<file path="config.mk">
export PLATFORM = sky130hd
export DESIGN_NAME = lsu_dmem_master
export DESIGN_NICKNAME = d
export VERILOG_FILES = /design/src/rtl/lsu_pkg.sv /design/src/rtl/lsu_align.sv /design/src/rtl/lsu_dmem_master.sv
export SDC_FILE = /design/constraint.sdc
export NUM_CORES = 1
export LEC_CHECK = 0
export BUFFER_PORTS_ARGS = -buffer_cell sky130_fd_sc_hd__buf_2
export CORE_MARGIN = 2
export CORE_UTILIZATION = 46
export CTS_BUF_LIST = sky130_fd_sc_hd__clkbuf_8 sky130_fd_sc_hd__clkbuf_16
export DETAILED_ROUTE_END_ITERATION = 16
export GPL_ROUTABILITY_DRIVEN = 1
export HOLD_SLACK_MARGIN = 0.08
export MAX_ROUTING_LAYER = met4
export PLACE_DENSITY = 0.78
export SKIP_LAST_GASP = 1
export SYNTH_ARGS = -nofsm -noshare
export SYNTH_HDL_FRONTEND = slang
export SYNTH_HIERARCHICAL = 1
export SYNTH_SLANG_ARGS = --single-unit
</file>
<file path="constraint.sdc">
create_clock -name clk -period 2.1 [get_ports clk]
set_input_delay 0.21 -clock clk [delete_from_list [all_inputs] [get_ports clk]]
set_output_delay 0.21 -clock clk [all_outputs]
set_load 0.005 [all_outputs]
</file>
<file path="src/rtl/lsu_pkg.sv">
// Shared types and constants for the LSU data-memory master.
package lsu_pkg;

    typedef enum logic [1:0] {
        SZ_B   = 2'b00,
        SZ_H   = 2'b01,
        SZ_W   = 2'b10,
        SZ_RSV = 2'b11
    } lsu_size_e;

    typedef enum logic [1:0] {
        IDLE,
        ACCESS,
        RESP
    } lsu_state_e;

    localparam int BYTE_MASK_W = 4;

endpackage

</file>
<file path="src/rtl/lsu_align.sv">
// Byte-lane helper: store mask and data shift, load extract and sign/zero extension.
module lsu_align
    import lsu_pkg::*;
(
    input  lsu_size_e                size,
    input  logic [1:0]               off,
    input  logic                     uns,
    input  logic [31:0]              wdata,
    input  logic [31:0]              rdata,
    output logic [BYTE_MASK_W-1:0]   wmask,
    output logic [31:0]              wdata_sh,
    output logic [31:0]              rdata_ext
);

    logic [31:0] raw;

    always_comb begin
        raw       = rdata >> {off, 3'b000};
        wdata_sh  = wdata << {off, 3'b000};
        wmask     = 4'b1111;
        rdata_ext = raw;
        case (size)
            SZ_B: begin
                wmask     = 4'b0001 << off;
                rdata_ext = uns ? {24'b0, raw[7:0]} : {{24{raw[7]}}, raw[7:0]};
            end
            SZ_H: begin
                wmask     = 4'b0011 << off;
                rdata_ext = uns ? {16'b0, raw[15:0]} : {{16{raw[15]}}, raw[15:0]};
            end
            default: begin
                wmask     = 4'b1111;
                rdata_ext = raw;
            end
        endcase
    end

endmodule

</file>
<file path="src/rtl/lsu_dmem_master.sv">
// LSU data-memory master: one outstanding load/store held MEM_LATENCY cycles on dmem_*.
// Build macro LSU_MISALIGN_TRAP_EN turns misaligned/reserved-size requests into error responses.
module lsu_dmem_master
    import lsu_pkg::*;
#(
    parameter int MEM_LATENCY = 1
)
(
    input  logic                     clk,
    input  logic                     rst,
    input  logic                     req_valid,
    output logic                     req_ready,
    input  logic                     req_wen,
    input  logic [1:0]               req_size,
    input  logic                     req_unsigned,
    input  logic [31:0]              req_addr,
    input  logic [31:0]              req_wdata,
    output logic                     resp_valid,
    input  logic                     resp_ready,
    output logic [31:0]              resp_rdata,
    output logic                     resp_err,
    output logic                     dmem_valid,
    output logic [31:0]              dmem_addr,
    output logic [31:0]              dmem_wdata,
    output logic                     dmem_wen,
    output logic [BYTE_MASK_W-1:0]   dmem_wmask,
    input  logic [31:0]              dmem_rdata
);

    localparam int CW = (MEM_LATENCY > 1) ? $clog2(MEM_LATENCY) : 1;

    lsu_state_e              state;
    logic [CW-1:0]           cnt;
    logic                    wen_q;
    logic                    uns_q;
    lsu_size_e               size_q;
    logic [1:0]              off_q;

    lsu_size_e               req_sz;
    lsu_size_e               eff_size;
    logic [1:0]              eff_off;
    logic                    req_err;
    logic                    cnt_last;
    logic                    cnt_pre_last;

    lsu_size_e               al_size;
    logic [1:0]              al_off;
    logic                    al_uns;
    logic [BYTE_MASK_W-1:0]  al_wmask;
    logic [31:0]             al_wdata;
    logic [31:0]             al_rdata;

    // Reserved size behaves as a word; the offset is aligned down to the access size.
    always_comb begin
        req_sz   = lsu_size_e'(req_size);
        eff_size = (req_sz == SZ_RSV) ? SZ_W : req_sz;
        case (eff_size)
            SZ_H:    eff_off = {req_addr[1], 1'b0};
            SZ_W:    eff_off = 2'b00;
            default: eff_off = req_addr[1:0];
        endcase
    end

`ifdef LSU_MISALIGN_TRAP_EN
    assign req_err = (req_sz == SZ_RSV)
                  || (req_sz == SZ_H && req_addr[0])
                  || (req_sz == SZ_W && req_addr[1:0] != 2'b00);
`else
    assign req_err = 1'b0;
`endif

    assign cnt_last     = (int'(cnt) == MEM_LATENCY - 1);
    assign cnt_pre_last = (int'(cnt) == MEM_LATENCY - 2);

    // One aligner serves both directions: request fields while idle, captured fields during the access.
    assign al_size = (state == IDLE) ? eff_size     : size_q;
    assign al_off  = (state == IDLE) ? eff_off      : off_q;
    assign al_uns  = (state == IDLE) ? req_unsigned : uns_q;

    lsu_align u_align (
        .size      (al_size),
        .off       (al_off),
        .uns       (al_uns),
        .wdata     (req_wdata),
        .rdata     (dmem_rdata),
        .wmask     (al_wmask),
        .wdata_sh  (al_wdata),
        .rdata_ext (al_rdata)
    );

    always_ff @(posedge clk) begin
        if (rst) begin
            state      <= IDLE;
            cnt        <= '0;
            wen_q      <= 1'b0;
            uns_q      <= 1'b0;
            size_q     <= SZ_B;
            off_q      <= 2'b00;
            req_ready  <= 1'b1;
            resp_valid <= 1'b0;
            resp_err   <= 1'b0;
            resp_rdata <= '0;
            dmem_valid <= 1'b0;
            dmem_wen   <= 1'b0;
            dmem_wmask <= '0;
            dmem_addr  <= '0;
            dmem_wdata <= '0;
        end else begin
            case (state)
                IDLE: begin
                    if (req_valid) begin
                        req_ready  <= 1'b0;
                        wen_q      <= req_wen;
                        size_q     <= eff_size;
                        uns_q      <= req_unsigned;
                        off_q      <= eff_off;
                        cnt        <= '0;
                        dmem_addr  <= {req_addr[31:2], 2'b00};
                        dmem_wdata <= al_wdata;
                        dmem_wmask <= al_wmask;
                        resp_err   <= req_err;
                        resp_rdata <= '0;
                        if (req_err) begin
                            resp_valid <= 1'b1;
                            state      <= RESP;
                        end else begin
                            dmem_valid <= 1'b1;
                            dmem_wen   <= req_wen && (MEM_LATENCY == 1);
                            state      <= ACCESS;
                        end
                    end
                end
                ACCESS: begin
                    // The write strobe is only ever up on the final access cycle.
                    if (cnt_last) begin
                        resp_rdata <= wen_q ? '0 : al_rdata;
                        resp_valid <= 1'b1;
                        dmem_valid <= 1'b0;
                        dmem_wen   <= 1'b0;
                        state      <= RESP;
                    end else begin
                        cnt      <= cnt + 1'b1;
                        dmem_wen <= wen_q && cnt_pre_last;
                    end
                end
                RESP: begin
                    if (resp_ready) begin
                        resp_valid <= 1'b0;
                        resp_err   <= 1'b0;
                        req_ready  <= 1'b1;
                        state      <= IDLE;
                    end
                end
                default: state <= IDLE;
            endcase
        end
    end

endmodule

</file>
Yosys cells after proc, flatten, opt, wreduce, memory -nomap -nowiden

Cells that the tools add are included.

$mul: 0
Add/sub/neg operators: 1
Magnitude comparators: 0
Bitwise operators: 0
Eq/ne operators: 9
Shift operators: 4
Reductions and logical operators: 11
Multiplexer cells: 31
Div/mod/pow operators: 0

Operators by type and width:

| cell                  | count |
|---|---|
| $mux W32              | 5 |
| $pmux W32 S2          | 2 |
| $shl A32 B5 Y32       | 1 |
| $shr A32 B5 Y32       | 1 |
| $mux W2               | 6 |
| $pmux W1 S2           | 6 |
| $reduce_and A3 Y1     | 4 |
| $mux W1               | 9 |
| $pmux W4 S2           | 1 |
| $eq A2 B1 Y1 const B  | 3 |
| $eq A2 B2 Y1 const B  | 3 |
| $ne A2 B2 Y1 const B  | 3 |
| $pmux W2 S3           | 1 |
| $reduce_bool A2 Y1    | 3 |
| $logic_not A2 Y1      | 2 |
| $pmux W2 S2           | 1 |
| $reduce_and A2 Y1     | 2 |
| $shl A1 B2 Y4 const A | 1 |
| $shl A2 B2 Y4 const A | 1 |
| $add A1 B1 Y1 const B | 1 |

Input port bits: 104
Word-level logic and storage cells: 71
RAM bits: 0
Latch bits: 0
Memories: 0
Bits in read-only memories: 0
Register bits: 112
Output and inout bits: 105

Longest topological paths before layout

Depth after elaboration: 11
Mapped depth: 11
Mapped depth without buffers: 7

Modules after synthesis

Netlist, hierarchy kept.

By module, submodules not included:

| module          | cells each | sequential area each (sq um) | area each (sq um) | instances |
|---|---|---|---|---|
| lsu_dmem_master | 427        | 2202.1                       | 4601.9            | 1 |
| lsu_align       | 210        | 0.0                          | 1443.9            | 1 |

Least setup slack after synthesis

Ideal clock, no wire load.

Kind: register to register
Start point: register state[1]
End point: register resp_rdata[20]
Required time: 1983 ps
Data arrival time: 2193 ps
Path buffers: 3
Setup time: 117 ps
Cell stages (with the launch flop): 10
Slack: -210 ps
Clock period less this slack: 2310 ps
Path through: dfxtp_1 buf_2 or2_1 a22o_1 buf_6 mux2_4 a32oi_4 buf_8 o211ai_2 a32o_1

Longest elaborated chain between the ends: 8
Elaborated cells between the ends (all ways): 18
Those cells by class: eq/ne: 4; shift: 1; mux: 9; reduce/logical: 4

RTL lines:

| what                        | RTL line                         | RTL |
|---|---|---|
| start: declaration          | lsu_dmem_master.sv:32            | `lsu_state_e state;` |
| start signal: assignment    | lsu_dmem_master.sv:93            | `state <= IDLE;` |
| start signal: assignment    | lsu_dmem_master.sv:125           | `state <= RESP;` |
| start signal: assignment    | lsu_dmem_master.sv:129           | `state <= ACCESS;` |
| $logic_not A2 Y1 (*)        | lsu_dmem_master.sv:77            | `assign al_off = (state == IDLE) ? eff_off : off_q;` |
| $mux W2 (*)                 | lsu_dmem_master.sv:77            |  |
| via al_off[0]               | lsu_dmem_master.sv:47            | `logic [1:0] al_off;` |
| $shr A32 B5 Y32 (*)         | lsu_align.sv:18                  | `raw = rdata >> {off, 3'b000};` |
| $mux W32 (on tied branches) | lsu_align.sv:29, lsu_align.sv:25 |  |
| $pmux W32 S2 (*)            | lsu_align.sv:22                  | `case (size)` |
| via al_rdata[20]            | lsu_dmem_master.sv:51            | `logic [31:0] al_rdata;` |
| $mux W32 (*)                | lsu_dmem_master.sv:136           | `resp_rdata <= wen_q ? '0 : al_rdata;` |
| $mux W32 (*)                | lsu_dmem_master.sv:135           | `if (cnt_last) begin` |
| $pmux W32 S2 (*)            | lsu_dmem_master.sv:109           | `case (state)` |
| end signal: assignment      | lsu_dmem_master.sv:136           |  |
| end: declaration            | lsu_dmem_master.sv:20            | `output logic [31:0] resp_rdata,` |

The timed path passes the listed nets; every way through them passes the cells marked *. The select of a mux whose other input is x is not followed.
A chain may end at the register's enable or synchronous reset.

Worst setup path in the final report

Start point: register state[0]
End point: register resp_rdata[29]

The elaborated chain is that of the path after synthesis.

==> results.json <==
{
  "synth_cells": 637,
  "fin_ws_ps": -12.6,
  "cts_setup_buffers": 0,
  "holdPathStages": 2,
  "numCtsBuffers": 9,
  "period_needed_ps": 2110,
  "hold_violations": 0,
  "period_share_pct": 101,
  "final_nets": 932,
  "num_io_pins": 209,
  "drtIter0Drc": 312,
  "dr.pass1.iters": 4,
  "grt_usage_pct": 21.9,
  "grt_start_max_net_pins": 59,
  "drive_gt1_share_pct": 35.8,
  "fillers": 1137,
  "start_kind": "flop",
  "cp.arrival_ps": 2360,
  "clockBufferDepth": 2,
  "yosys_warnings": 6,
  "rr_endpoint": "resp_rdata[29]",
  "htreeDepth": 3,
  "path_class": "reg -> reg",
  "hpwl_mm": 11.0,
  "hold-path-endpoint": "dmem_wen",
  "netlist_area_mm2": 0.00605,
  "setup_viol": 7,
  "wirelength_mm": 15.3,
  "fin_worst_skew_ps": 5.52,
  "viasPerCell": 5.16,
  "ys_types": 44,
  "synthArstFlopShare_pct": 0,
  "place.gp.congestion": 0.817,
  "dieArea_mm2": 0.0141,
  "synth-seq-cells": 110,
  "synthFlopType": "dfxtp_1",
  "hold_ws_ps": 108,
  "cap_violations": 0,
  "io_buffers": 205,
  "synth_area_per_cell_um2": 9.49,
  "p_per_area_mw_per_mm2": 675,
  "mostFrequentLayoutCells": "204 x buf_2, 146 x nand2b_1, 108 x dfxtp_1",
  "grt-ovfl-total": 0,
  "synth_edf_count": 0,
  "die_w_um": 119,
  "cp_max_fo": 8,
  "diodes": 0,
  "end_kind": "flop",
  "initial_core_util_pct": 47.5,
  "area_growth_pct": 26.7,
  "max_freq_mhz": 473,
  "startpoint": "state[0]",
  "grt_first_pass_wirelength_mm": 24.3,
  "post-place-cells": 987,
  "seq_area_mm2": 0.00220,
  "leakagePower_nw": 3.40,
  "rrSetupSlack_ps": -10,
  "maxSlewHeadroom_pct": 62.5,
  "cts-root-buf": "clkbuf_16",
  "drc": 0,
  "fp.dieH_um": 119,
  "grt_pass1_vias": 4871,
  "avgRoutedWirePerCell_um": 15.2,
  "r2r-start": "state[0]",
  "reg2reg_depth": 7,
  "postRouteAntennaNets": 0,
  "totalPowerFinal_mw": 5.17,
  "layout_commonest_cell": "buf_2",
  "slew_violations": 0,
  "vias": 5181,
  "rows": 41,
  "peakVddDrop_mv": 0.496,
  "worstMarginPinSlew_ps": 562,
  "multiInputGateArea_mm2": 0.00356,
  "dp_slack_ps": 12.0,
  "antenna_found_initial": 0,
  "fp.coreArea_mm2": 0.0127,
  "clk_pin_slew_ps": 70,
  "worstPathRequired_ps": 2350,
  "clock_sinks": 110,
  "final_util_pct": 60.2,
  "clock_latency_ps": 360,
  "rsz0062_at_grt": "true",
  "fin_cells": 1005,
  "synth-seq-area-share_pct": 36.4,
  "violations": "setup timing",
  "status": "finished with violations",
  "hp-class": "in -> reg",
  "cts_tree": "done",
  "min_from": "req_wen"
}
[synthesized netlist by cell type, drive strengths merged, types with 3 or more instances]
cell type / instances / area share, %
o21ai: 21 / 1.7
nor2: 15 / 0.97
nand2b: 146 / 15
mux2i: 103 / 17
and2: 9 / 0.93
mux2: 12 / 2.4
o211ai: 16 / 2.8
or2: 10 / 1.0
nor2b: 14 / 1.4
a211oi: 8 / 0.99
nand2: 33 / 2.0
a32o: 33 / 5.5
a21oi: 24 / 2.0
or3b: 3 / 0.43
dfxtp: 110 / 36
buf: 35 / 4.0
clkbuf: 25 / 1.6
[worst max-delay path, stage by stage, from the launching register on]
cell and delay (ps):
dfxtp_2 350, or2_4 260, a22o_4 280, mux2_4 350, a32oi_4 260, clkbuf_16 220, o211ai_2 70, a32o_1 210
[cell families (layout without fill, tap and decap cells)]
| kind of cell | after synthesis | count (layout) | share of synthesized area [%] |
|---|---|---|---|
| AOI/OAI and AO/OA | 112 | 112 | 15.1 |
| buffers and inverters | 62 | 256 | 5.65 |
| DFF | 110 | 110 | 36.4 |
| muxes | 115 | 115 | 19.4 |
| other | 1 | 3 | 0.0620 |
| and+or+nand+nor | 237 | 237 | 23.4 |
[per-stage QoR]
stage	setup TNS, ps	area, um2
2_1_floorplan	-1090	6070
3_3_place_gp	0	7300
3_5_place_dp	0	7300
4_1_cts	-5.96	7600
5_1_grt	-2470	7660
6_report	-40.8	7660
[where the power goes]
group	switching [mW]	total [mW]	internal, mW
Clock	0.809	1.65	0.844
Sequential	0.0751	2.30	2.23
Combinational	0.609	1.22	0.608
[state kept, by name, indices dropped and copies added, names as in the netlist]
signal / flops
size_q: 2
dmem_wmask: 4
state: 2
dmem_wen: 1
dmem_valid: 1
dmem_wdata: 32
resp_rdata: 32
uns_q: 1
dmem_addr: 30
off_q: 2
req_ready: 1
resp_valid: 1
wen_q: 1
[worst max path at each step]
stage	to	cells past startpoint	slack, ps
3_3_place_gp	resp_rdata[16]	7	70
4_1_cts	resp_rdata[16]	7	-6
2_1_floorplan	resp_rdata[20]	9	-90
5_1_grt	resp_rdata[30]	7	-120
3_5_place_dp	resp_rdata[16]	7	10
6_report	resp_rdata[29]	7	-10
[layer usage]
layer	routed length [um]	up-vias	part of all wire [%]	GRT usage (%)
met5	0	-	0	-
met4	250	0	1.6	6.03
met3	1070	19	7.0	5.84
met2	7080	169	46	34.3
met1	6920	2391	45	27.9
li1	-	2602	-	-
[final cells by class]
class | instances | area share (%)
multi-input combinational | 467 | 46.4
sequential | 110 | 28.8
timing repair buffer | 238 | 18.2
clock buffer | 10 | 3.12
tap | 172 | 2.81
clock inverter | 6 | 0.604
inverter | 2 | 0.0980
[timing repair]
action                                  in CTS  in global routing
endpoints found under the setup margin       1                 33
gates cloned                                 0                  1
gates resized for setup                      0                  8
hold buffers                                 1                  0
endpoints found under the hold margin        1                  0
Power figures use the tool's default switching activity.
